[config.mk]
export PLATFORM = sky130hd
export DESIGN_NAME = irq_nest_ctrl
export DESIGN_NICKNAME = d
export VERILOG_FILES = /design/src/rtl/irq_nest_ctrl.sv
export SDC_FILE = /design/constraint.sdc
export NUM_CORES = 1
export LEC_CHECK = 0
export ABC_AREA = 0
export CAP_MARGIN = 20
export CORE_MARGIN = 1.5
export CORE_UTILIZATION = 42
export DETAILED_ROUTE_END_ITERATION = 7
export PLACE_DENSITY = 0.69
export SLEW_MARGIN = 15
export SYNTH_ARGS = -nofsm -noshare
export SYNTH_HDL_FRONTEND = slang
export SYNTH_SLANG_ARGS = --single-unit
export TNS_END_PERCENT = 100
[constraint.sdc]
create_clock -name clk_i -period 3.9 [get_ports clk_i]
set_input_delay 0.78 -clock clk_i [delete_from_list [all_inputs] [get_ports clk_i]]
set_output_delay 0.78 -clock clk_i [all_outputs]
set_load 0.02 [all_outputs]
[src/rtl/irq_nest_ctrl.sv]
// rtl/irq_nest_ctrl.sv - nested interrupt sequencer between HETIC and core, with a handler-level stack.
// Optional HETIC_NEST_STATS_EN adds preemption count and maximum depth outputs.
module irq_nest_ctrl #(
  parameter int NrIrqLines = 64,
  parameter int NrIrqPrios = 32,
  parameter int StackDepth = 8,
  localparam int IrqWidth   = $clog2(NrIrqLines),
  localparam int PrioWidth  = $clog2(NrIrqPrios),
  localparam int DepthWidth = $clog2(StackDepth + 1)
) (
  input  logic                  clk_i,
  input  logic                  rst_i,
  input  logic                  hetic_valid_i,
  input  logic [IrqWidth-1:0]   hetic_id_i,
  input  logic [PrioWidth-1:0]  hetic_level_i,
  input  logic                  hetic_heti_i,
  input  logic                  hetic_nest_i,
  output logic                  hetic_ack_o,
  output logic [IrqWidth-1:0]   hetic_ack_id_o,
  output logic                  core_irq_o,
  output logic [IrqWidth-1:0]   core_id_o,
  output logic                  core_heti_o,
  output logic [PrioWidth-1:0]  core_level_o,
  input  logic                  core_take_i,
  input  logic                  core_mret_i,
  output logic [PrioWidth-1:0]  threshold_o,
  output logic [DepthWidth-1:0] depth_o,
`ifdef HETIC_NEST_STATS_EN
  output logic [31:0]           preempt_cnt_o,
  output logic [DepthWidth-1:0] max_depth_o,
`endif
  output logic                  mret_err_o
);

  localparam int IdxWidth = (StackDepth > 1) ? $clog2(StackDepth) : 1;
  localparam logic [DepthWidth-1:0] FullDepth = DepthWidth'(StackDepth);

  typedef enum logic [1:0] {IDLE, REQ, ACK} state_e;

  state_e state_q, state_d;

  logic [IrqWidth-1:0]   stk_id_q    [StackDepth];
  logic [PrioWidth-1:0]  stk_level_q [StackDepth];
  logic                  stk_nest_q  [StackDepth];
  logic [DepthWidth-1:0] depth_q, depth_d, depth_pop;
  logic                  mret_err_q, mret_err_d;

  logic [IrqWidth-1:0]   core_id_q;
  logic [PrioWidth-1:0]  core_level_q;
  logic                  core_heti_q;
  logic                  core_nest_q;

  logic                  empty, top_nest, eligible, latch_en, do_push, push_ok, do_pop;
  logic [IdxWidth-1:0]   top_idx, push_idx;

  assign empty       = (depth_q == '0);
  assign top_idx     = IdxWidth'(depth_q - 1'b1);
  assign threshold_o = empty ? '0 : stk_level_q[top_idx];
  assign top_nest    = empty ? 1'b1 : stk_nest_q[top_idx];
  assign eligible    = hetic_valid_i && (hetic_level_i > threshold_o) && top_nest
                       && (depth_q != FullDepth);

  // Pop is applied before push so an mret in the ACK cycle replaces the top entry.
  assign do_pop     = core_mret_i && !empty;
  assign depth_pop  = do_pop ? depth_q - 1'b1 : depth_q;
  assign push_ok    = do_push && (depth_pop != FullDepth);
  assign push_idx   = IdxWidth'(depth_pop);
  assign depth_d    = push_ok ? depth_pop + 1'b1 : depth_pop;
  assign mret_err_d = mret_err_q || (core_mret_i && empty);

  always_ff @(posedge clk_i or posedge rst_i) begin
    if (rst_i) begin
      state_q <= IDLE;
    end else begin
      state_q <= state_d;
    end
  end

  always_comb begin
    state_d  = state_q;
    latch_en = 1'b0;
    unique case (state_q)
      IDLE: begin
        if (eligible) begin
          latch_en = 1'b1;
          state_d  = REQ;
        end
      end
      REQ: begin
        if (core_take_i) begin
          state_d = ACK;
        end else if (eligible && (hetic_level_i > core_level_q)) begin
          latch_en = 1'b1;
        end else if (!hetic_valid_i || (hetic_level_i <= threshold_o)) begin
          state_d = IDLE;
        end
      end
      ACK:     state_d = IDLE;
      default: state_d = IDLE;
    endcase
  end

  always_comb begin
    core_irq_o  = (state_q == REQ);
    hetic_ack_o = (state_q == ACK);
    do_push     = (state_q == ACK);
  end

  always_ff @(posedge clk_i or posedge rst_i) begin
    if (rst_i) begin
      core_id_q    <= '0;
      core_level_q <= '0;
      core_heti_q  <= 1'b0;
      core_nest_q  <= 1'b0;
    end else if (latch_en) begin
      core_id_q    <= hetic_id_i;
      core_level_q <= hetic_level_i;
      core_heti_q  <= hetic_heti_i;
      core_nest_q  <= hetic_nest_i;
    end
  end

  always_ff @(posedge clk_i or posedge rst_i) begin
    if (rst_i) begin
      for (int i = 0; i < StackDepth; i++) begin
        stk_id_q[i]    <= '0;
        stk_level_q[i] <= '0;
        stk_nest_q[i]  <= 1'b0;
      end
      depth_q    <= '0;
      mret_err_q <= 1'b0;
    end else begin
      if (push_ok) begin
        stk_id_q[push_idx]    <= core_id_q;
        stk_level_q[push_idx] <= core_level_q;
        stk_nest_q[push_idx]  <= core_nest_q;
      end
      depth_q    <= depth_d;
      mret_err_q <= mret_err_d;
    end
  end

  assign hetic_ack_id_o = core_id_q;
  assign core_id_o      = core_id_q;
  assign core_level_o   = core_level_q;
  assign core_heti_o    = core_heti_q;
  assign depth_o        = depth_q;
  assign mret_err_o     = mret_err_q;

`ifdef HETIC_NEST_STATS_EN
  logic [31:0]           preempt_cnt_q;
  logic [DepthWidth-1:0] max_depth_q;

  always_ff @(posedge clk_i or posedge rst_i) begin
    if (rst_i) begin
      preempt_cnt_q <= '0;
      max_depth_q   <= '0;
    end else begin
      if (push_ok && !empty && (preempt_cnt_q != '1)) begin
        preempt_cnt_q <= preempt_cnt_q + 32'd1;
      end
      if (depth_d > max_depth_q) begin
        max_depth_q <= depth_d;
      end
    end
  end

  assign preempt_cnt_o = preempt_cnt_q;
  assign max_depth_o   = max_depth_q;
`endif

endmodule

==> qor.csv, run 1 <==
metric,value,unit
status,"complete, no violations",
Pre-antenna DRT Iters,4,
xor and xnor area share after synthesis,1.447,%
Clock Latency Late Sink,340,ps
"Seq/Total Area, Yosys",45.76,%
Post-Syn Instances,284,
LEAKAGE,2.044,nW
via count,2438,
top-area cell type share of the netlist area,45.76,%
Multi-input gate area,1832,sq um
fillers,770,
cell area after placement,4272,sq um
CTS max path bufs,2,
RSZ-0062 raised after global routing,no,
width of the chip,97.10,um
period utilisation layout,95.94,%
"Top FF cell, synth",dfrtp_1,
Fin Setup TNS,0,ps
sequential cell area,1703,sq um
DR iter-0 viols,84,
Max transition margin,51.95,%
post-DP HPWL,5824,um
Clock Skew,11.04,ps
adder-cell share of the synthesized area,4.374,%
Max-cap violations,0,
"FFs w/ async S/R, synth",100.0,%
largest net degree at the start of global routing,50,
GRT Util Overall,18.36,%
Seq cells post-synth,68,
Worst EP arrival,2960,ps
Synth area leaders,"dfrtp_1 46%, mux2_2 18%, mux4_2 6.7%",
Post-DRT Antenna Nets,0,
Final Hold Viols,0,
post_cts resized,0,
Crit Path Max Fanout,9,
number of global-route vias before repair,2594,
Synth Cell Area,3719,sq um
area growth from synthesis to layout,19.92,%
Setup Slack @ Placement,156.3,ps
CTS tree,built,
worst-path cell chain,"inv_1, ha_2, buf_4, mux4_2, a221oi_1, a31oi_1, clkdlybuf4s50_1",
Setup Buffers After CTS,0,
Simple-Gate Fraction of Synth Area,7.436,%
Clock Sinks,68,
Final Cell Area,4459,sq um
final WL,8019,um
GPL Wtd Cong,0.8319,
Rows,34,
global-route wire length before repair,13630,um
die area,9427,sq um
worst min path class,register to register,
fin nets,361,
Yosys cell types,46,
Die H,97.10,um
fin crit period,3742,ps
# hold bufs at CTS,0,
Power Dens Cells,818.6,nW/um^2
Slew @ Worst Pin,718.7,ps
syn_nets,315,
cell taking the most area after synthesis,dfrtp_1,
gr ovfl total,0,
Worst EP required,3120,ps
Setup WS post-layout,158.3,ps
starting density of the core,43.06,%
"EDFF count, synth",0,
post-synthesis compound-gate area fraction,8.277,%
ANT cells,0,
post-detailed-route wirelength per cell,18.14,um
CP max stage delay,580,ps
proportion of synthesized area in mux cells,27.49,%
slowest cell on the critical path,clkdlybuf4s50_1,
Ports,48,
DRC violations left,0,
Slew Limit Fails,0,
Synthesis Warnings,0,
CTS H-tree lvls,3,
Max Fclk,267.3,MHz
syn_area_per_cell,13.09,sq um
number of port buffers,47,
initial antenna violation count,0,
proportion of layout cells with a drive suffix above 1,33.83,%
Crit Path Class,register to output port,
Peak VDD IR,0.2775,mV
CTS buffer count,9,
largest family of logic cells by synthesized area,multiplexers,
Root Buffer,clkbuf_8,
core area,8636,sq um
setup violators final,0,
Worst-path clk slew,80,ps
CP Launch Type,register,
Setup crit end kind,output port,
vias per cell,5.516,
==> cell usage in the layout (no fill, tap or decap), drive strengths merged, types with 2 or more instances in the layout <==
cell type,instances
a2111oi,2
a21o,7
a21oi,6
a221oi,6
a31oi,2
and2,2
and3,2
buf,9
clkbuf,9
clkdlybuf4s50,47
clkinv,3
clkinvlp,3
dfrtp,68
ha,13
inv,19
mux2,62
mux2i,5
mux4,12
nand2,11
nand2b,3
nand3,4
nand4,6
nor2,7
nor2b,2
nor3,2
o2111ai,2
o21ai,3
o22ai,2
xnor2,2
xor2,2
==> area by class of cell <==
class,count,area share [%]
flip-flops and latches,68,38.19
inverters,19,1.655
clock inverters,6,0.9259
multi-input cells,176,41.08
clock buffers,9,2.778
well taps,108,3.030
repair buffers,56,12.35
==> flip-flops by register name, summed over array words and instances, names as in the netlist, 2 cells and up <==
register,cells
stk_level_q,40
state_q,2
stk_nest_q,8
core_level_o,5
depth_o,4
core_id_o,6
==> metal layers <==
metal | global-route usage (%) | vias up | part of all wire [%]
met4 | 5.909 | 0 | 2.5
met5 | 0 | - | 0
met2 | 29.80 | 54 | 50
li1 | - | 1128 | -
met1 | 24.27 | 1239 | 44
met3 | 4.532 | 17 | 3.9
==> worst paths after layout <==
kind                                 startpoint                          end  slack, ps  cells after the start
setup / recovery           depth_o[1]$_DFF_PP0_               threshold_o[0]        160                      7
hold / removal             mret_err_o$_DFF_PP0_         mret_err_o$_DFF_PP0_        480                      2
setup reg to reg           depth_o[1]$_DFF_PP0_     core_id_o[0]$_DFFE_PP0P_        270                     10
hold reg to reg            mret_err_o$_DFF_PP0_         mret_err_o$_DFF_PP0_        480                      2
max in group asynchronous                 rst_i   stk_level_q[3]$_DFFE_PP0P_       2600                      3
min in group asynchronous                 rst_i  stk_level_q[37]$_DFFE_PP0P_        770                      2
==> critical path: cells and delay by family, from the launching register on <==
kind | cells | cell delay [ps]
adders and majority gates | 1 | 490
AOI/OAI and AO/OA | 2 | 430
DFF | 1 | 350
buffers and inverters | 3 | 830
muxes | 1 | 520
==> logic make-up (layout without fill, tap and decap cells) <==
| group | after synthesis | in the layout |
|---|---|---|
| multiplexers | 79 | 79 |
| XOR/XNOR | 4 | 4 |
| flip-flops | 68 | 68 |
| AO/OA/AOI/OAI | 35 | 35 |
| adder cells (fa/ha/maj) | 13 | 13 |
| buffers and inverters | 40 | 90 |
| AND/OR/NAND/NOR | 45 | 45 |
==> stage by stage <==
| stage | hold WS, ps | instances | total power [mW] | util, % |
|---|---|---|---|---|
| floorplan | 470.4 | 284 | 2.550 | - |
| global placement | 459.4 | 426 | 3.114 | 49.46 |
| detailed placement | 464.0 | 426 | 3.161 | 49.46 |
| CTS | 481.8 | 441 | 3.672 | 51.38 |
| global route | 517.7 | 442 | 3.909 | 51.64 |
| finish | 475.9 | 442 | 3.650 | 51.64 |
==> synth_stat cells, types with 7 or more instances <==
master and number:
a21o_1 7, buf_4 7, clkbuf_1 7, dfrtp_1 68, ha_1 13, inv_1 17, mux2_2 61, mux4_2 11
nand2_1 10, nor2_1 7
==> report_power, final <==
group	internal (mW)	total (mW)	switching, mW
logic	0.970	1.95	0.976
registers	0.967	1.20	0.232
clock network	0.227	0.505	0.278
(Power assumes the default switching activity.)
==> run 2: changes to the inputs <==
- SETUP_SLACK_MARGIN: default -> 0.05
==> run 2 against run 1 <==
Net effect:
- critical path type unchanged
- combinational power is 2% higher
- total power grew 2.3%
- core utilization grew 0.19 points
- largest power group unchanged
- clock skew shrank 2.7 ps
- hold slack improved by 2.4 ps
- largest cell class unchanged
- clock power increased by 9.1%
- cell area increased by 0.36%
- highest routed layer unchanged
==> qor.csv, run 2 (synthesized netlist as in run 1, its figures left out) <==
metric,value,unit
Peak VDD IR,0.3028,mV
period utilisation layout,90.33,%
CTS H-tree lvls,3,
area growth from synthesis to layout,20.36,%
Pre-antenna DRT Iters,4,
cell area after placement,4272,sq um
Biggest register,stk_level_q,
Fin Setup TNS,0,ps
status,"complete, no violations",
# hold bufs at CTS,0,
GRT Util Overall,17.82,%
width of the chip,97.10,um
CTS tree,built,
Slew Limit Fails,0,
DRC violations left,0,
most frequent cells in the layout,"67 x dfrtp_1, 61 x mux2_2, 47 x clkdlybuf4s50_1",
Clock Sinks,68,
sequential share of power,31.9,%
number of global-route vias before repair,2621,
Crit Path Class,register to output port,
switch share,39.49,%
largest net degree at the start of global routing,49,
Psw,1.474,mW
setup violators final,0,
Worst EP arrival,2740,ps
fillers,743,
Clock Latency Late Sink,350,ps
Setup Buffers After CTS,0,
post-DP HPWL,5763,um
Worst-path clk slew,70,ps
Post-DRT Antenna Nets,0,
CTS max path bufs,2,
Clock power frac,14.8,%
vias per cell,5.476,
Clock Skew,8.388,ps
via count,2415,
Crit Path Max Fanout,8,
Ports,48,
Die H,97.10,um
Max transition margin,56.03,%
gr ovfl total,0,
Setup crit end kind,output port,
Power Dens Cells,834.1,nW/um^2
worst min path class,register to register,
post-detailed-route wirelength per cell,17.72,um
Rows,34,
Final Hold Viols,0,
starting density of the core,43.06,%
Max-cap violations,0,
LEAKAGE,2.048,nW
post_cts resized,0,
CP Launch Type,register,
Worst EP required,3120,ps
CTS buffer count,9,
initial antenna violation count,0,
Final Cell Area,4476,sq um
global-route wire length before repair,13140,um
final WL,7814,um
die area,9427,sq um
internal cell power,2.259,mW
DR iter-0 viols,106,
number of port buffers,47,
Root Buffer,clkbuf_8,
core area,8636,sq um
fin crit period,3523,ps
RSZ-0062 raised after global routing,no,
Max Fclk,283.9,MHz
"most common cell after layout, fill and taps aside",dfrtp_1,
Slew @ Worst Pin,659.5,ps
fin nets,360,
ANT cells,0,
max reg flops,40,
proportion of layout cells with a drive suffix above 1,33.03,%
GPL Wtd Cong,0.7943,
Combinational Power Share,53.3,%
[run 2: metal layers]
layer  GRT usage [%]  vias to the layer above  routed length, um
li1                -                     1134                  -
met1           21.85                     1213               3280
met2           30.34                       52               4012
met3           4.820                       16                357
met4           6.132                        0                163
met5               0                        -                  0
[run 2: cell type report]
type                    instances  area, sq um  area share [%]
multi-input cells             176         1851           41.35
flip-flops and latches         68         1703           38.05
repair buffers                 55        530.5           11.85
well taps                     108        135.1           3.019
clock buffers                  11        131.4           2.935
inverters                      19        73.82           1.649
clock inverters                 4        51.30           1.146
[run 2: final timing paths]
path	start	to	slack (ps)	cells past startpoint
setup / recovery	depth_o[1]$_DFF_PP0_	threshold_o[1]	380	7
hold / removal	mret_err_o$_DFF_PP0_	mret_err_o$_DFF_PP0_	480	2
setup reg to reg	depth_o[1]$_DFF_PP0_	core_id_o[0]$_DFFE_PP0P_	540	10
hold reg to reg	mret_err_o$_DFF_PP0_	mret_err_o$_DFF_PP0_	480	2
max in group asynchronous	rst_i	depth_o[0]$_DFF_PP0_	2140	3
min in group asynchronous	rst_i	stk_level_q[22]$_DFFE_PP0P_	760	2
[run 2: power groups by stage]
stage	logic, mW	registers (mW)	clock network (mW)
6_report	1.99	1.19	0.551
5_1_grt	2.16	1.24	0.596
4_1_cts	1.96	1.20	0.572
3_5_place_dp	1.96	1.21	0
3_3_place_gp	1.92	1.20	0
2_1_floorplan	1.35	1.20	0
[run 2: through the flow]
step | std cells | hold slack [ps] | power (mW) | setup WS (ps) | util [%]
after floorplan | 284 | 470.4 | 2.558 | 70.56 | -
after global placement | 426 | 457.9 | 3.112 | 161.6 | 49.46
after detailed placement | 426 | 469.0 | 3.168 | 161.0 | 49.46
after CTS | 441 | 487.4 | 3.731 | 79.33 | 51.58
after global routing | 441 | 516.3 | 3.990 | 177.5 | 51.83
final | 441 | 478.3 | 3.733 | 377.1 | 51.83
[run 2: critical path, stage by stage (launching register included)]
cell and delay [ps]:
dfrtp_1 350, inv_1 90, ha_4 360, mux4_2 540, a221oi_1 300, a21o_1 170, inv_1 50, clkdlybuf4s50_1 530
==> run 3: changes to the inputs <==
- PLACE_DENSITY: 0.69 -> 0.75
==> run 3 against run 2 <==
Net effect:
- global-route usage up 0.23 points
- first-iteration DRC count down 31%
- routed wire length up 2.8%
- sequential share of layout area down 0.15 points
- non-clock buffer count down 1
- register-to-register slack worse by 140 ps
- critical endpoint is now threshold_o[0]
- largest cell class unchanged
==> qor.csv, run 3 (synthesized netlist as in run 1, its figures left out) <==
metric,value,unit
CP Launch Type,register,
# hold bufs at CTS,0,
Rows,34,
fin crit period,3670,ps
starting density of the core,43.06,%
Root Buffer,clkbuf_8,
LEAKAGE,2.056,nW
worst-path cell chain,"inv_1, ha_4, buf_4, mux4_2, a221oi_1, a31oi_1, clkdlybuf4s50_1",
"most common cell after layout, fill and taps aside",dfrtp_1,
core area,8636,sq um
CTS H-tree lvls,3,
CTS max path bufs,2,
most frequent cells in the layout,"67 x dfrtp_1, 61 x mux2_2, 47 x clkdlybuf4s50_1",
width of the chip,97.10,um
Ports,48,
Power Dens Cells,844.7,nW/um^2
number of global-route vias before repair,2575,
Clock Sinks,68,
Die H,97.10,um
Max-cap violations,0,
Biggest register,stk_level_q,
CP max stage delay,570,ps
Setup crit end kind,output port,
GPL Wtd Cong,0.7987,
via count,2470,
Crit Path Class,register to output port,
status,"complete, no violations",
Min Hold Slack,472.7,ps
global-route wire length before repair,13380,um
post-DP HPWL,5822,um
top cell family by delay on the critical path,buffers and inverters,
Clock Latency Late Sink,340,ps
post_cts resized,1,
Setup Buffers After CTS,0,
proportion of layout cells with a drive suffix above 1,33.33,%
die area,9427,sq um
DR iter-0 viols,73,
GRT Util Overall,18.05,%
Slew Limit Fails,0,
Max Fclk,272.5,MHz
largest net degree at the start of global routing,31,
Final Hold Viols,0,
area growth from synthesis to layout,20.83,%
Peak VDD IR,0.2701,mV
setup violators final,0,
DRC violations left,0,
Slew @ Worst Pin,712.0,ps
Worst-path clk slew,70,ps
Fin Setup TNS,0,ps
Worst EP required,3120,ps
Max transition margin,52.39,%
gr ovfl total,0,
Post-DRT Antenna Nets,0,
slowest cell on the critical path,clkdlybuf4s50_1,
fin nets,359,
vias per cell,5.601,
initial antenna violation count,0,
period utilisation layout,94.10,%
fillers,754,
ANT cells,0,
Pre-antenna DRT Iters,4,
CTS buffer count,9,
Clock Skew,7.659,ps
post-detailed-route wirelength per cell,18.22,um
worst min path class,register to register,
Crit Path Max Fanout,11,
final WL,8033,um
RSZ-0062 raised after global routing,no,
max reg flops,40,
CP bufs+invs,3,
number of port buffers,47,
CTS tree,built,
Worst EP arrival,2890,ps
## run 3: cell types whose count changed in the layout (fill, tap and decap cells not counted)
| cell | previous run | this run |
|---|---|---|
| clkinvlp_4 | 1 | 2 |
| clkbuf_1 | 2 | 1 |
| o211ai_2 | 0 | 1 |
| buf_4 | 8 | 7 |
| bufinv_16 | 1 | 2 |
| o211ai_4 | 1 | 0 |
## run 3: power by group
part	switching, mW	internal (mW)
logic	0.989	0.975
registers	0.229	0.967
clock network	0.275	0.360
total	1.49	2.30
## run 3: worst paths after layout
path                                               to  slack [ps]                 start  cells past startpoint
max                                    threshold_o[0]         230  depth_o[1]$_DFF_PP0_                      7
min in group asynchronous  stk_level_q[2]$_DFFE_PP0P_         750                 rst_i                      2
max reg2reg                  core_id_o[0]$_DFFE_PP0P_         400  depth_o[1]$_DFF_PP0_                     10
min                              mret_err_o$_DFF_PP0_         470  mret_err_o$_DFF_PP0_                      2
min reg2reg                      mret_err_o$_DFF_PP0_         470  mret_err_o$_DFF_PP0_                      2
max in group asynchronous        depth_o[0]$_DFF_PP0_        2380                 rst_i                      3
## run 3: final cells by class
| type | instances | area (sq um) | share of cell area (%) |
|---|---|---|---|
| sequential | 68 | 1703 | 37.90 |
| timing repair buffer | 54 | 523.0 | 11.64 |
| inverter | 19 | 73.82 | 1.643 |
| clock buffer | 10 | 127.6 | 2.840 |
| tap | 108 | 135.1 | 3.008 |
| clock inverter | 6 | 88.84 | 1.977 |
| multi-input combinational | 176 | 1842 | 40.99 |
## run 3: worst reg2reg max path: stages (launching register included)
cell and delay, ps:
dfrtp_1 350, inv_1 90, ha_4 350, mux4_2 540
a221oi_1 310, a21o_1 170, ha_1 250, and4_1 230
a221oi_2 320, o211ai_2 360, mux2_1 420
## run 3: stage by stage
step	total power [mW]	setup slack, ps	cells	area (sq um)	util [%]
2_1_floorplan	2.558	70.56	284	3736	-
3_3_place_gp	3.080	203.0	425	4264	49.38
3_5_place_dp	3.143	146.0	425	4264	49.38
4_1_cts	3.792	90.47	441	4483	51.91
5_1_grt	4.035	54.46	441	4493	52.03
6_report	3.795	230.2	441	4493	52.03
## run 3: layer usage
metal	vias to the layer above	GRT usage, %	wire (um)
met4	0	7.469	106
li1	1130	-	-
met2	44	30.39	4012
met5	-	0	0
met1	1284	23.07	3649
met3	12	3.094	265
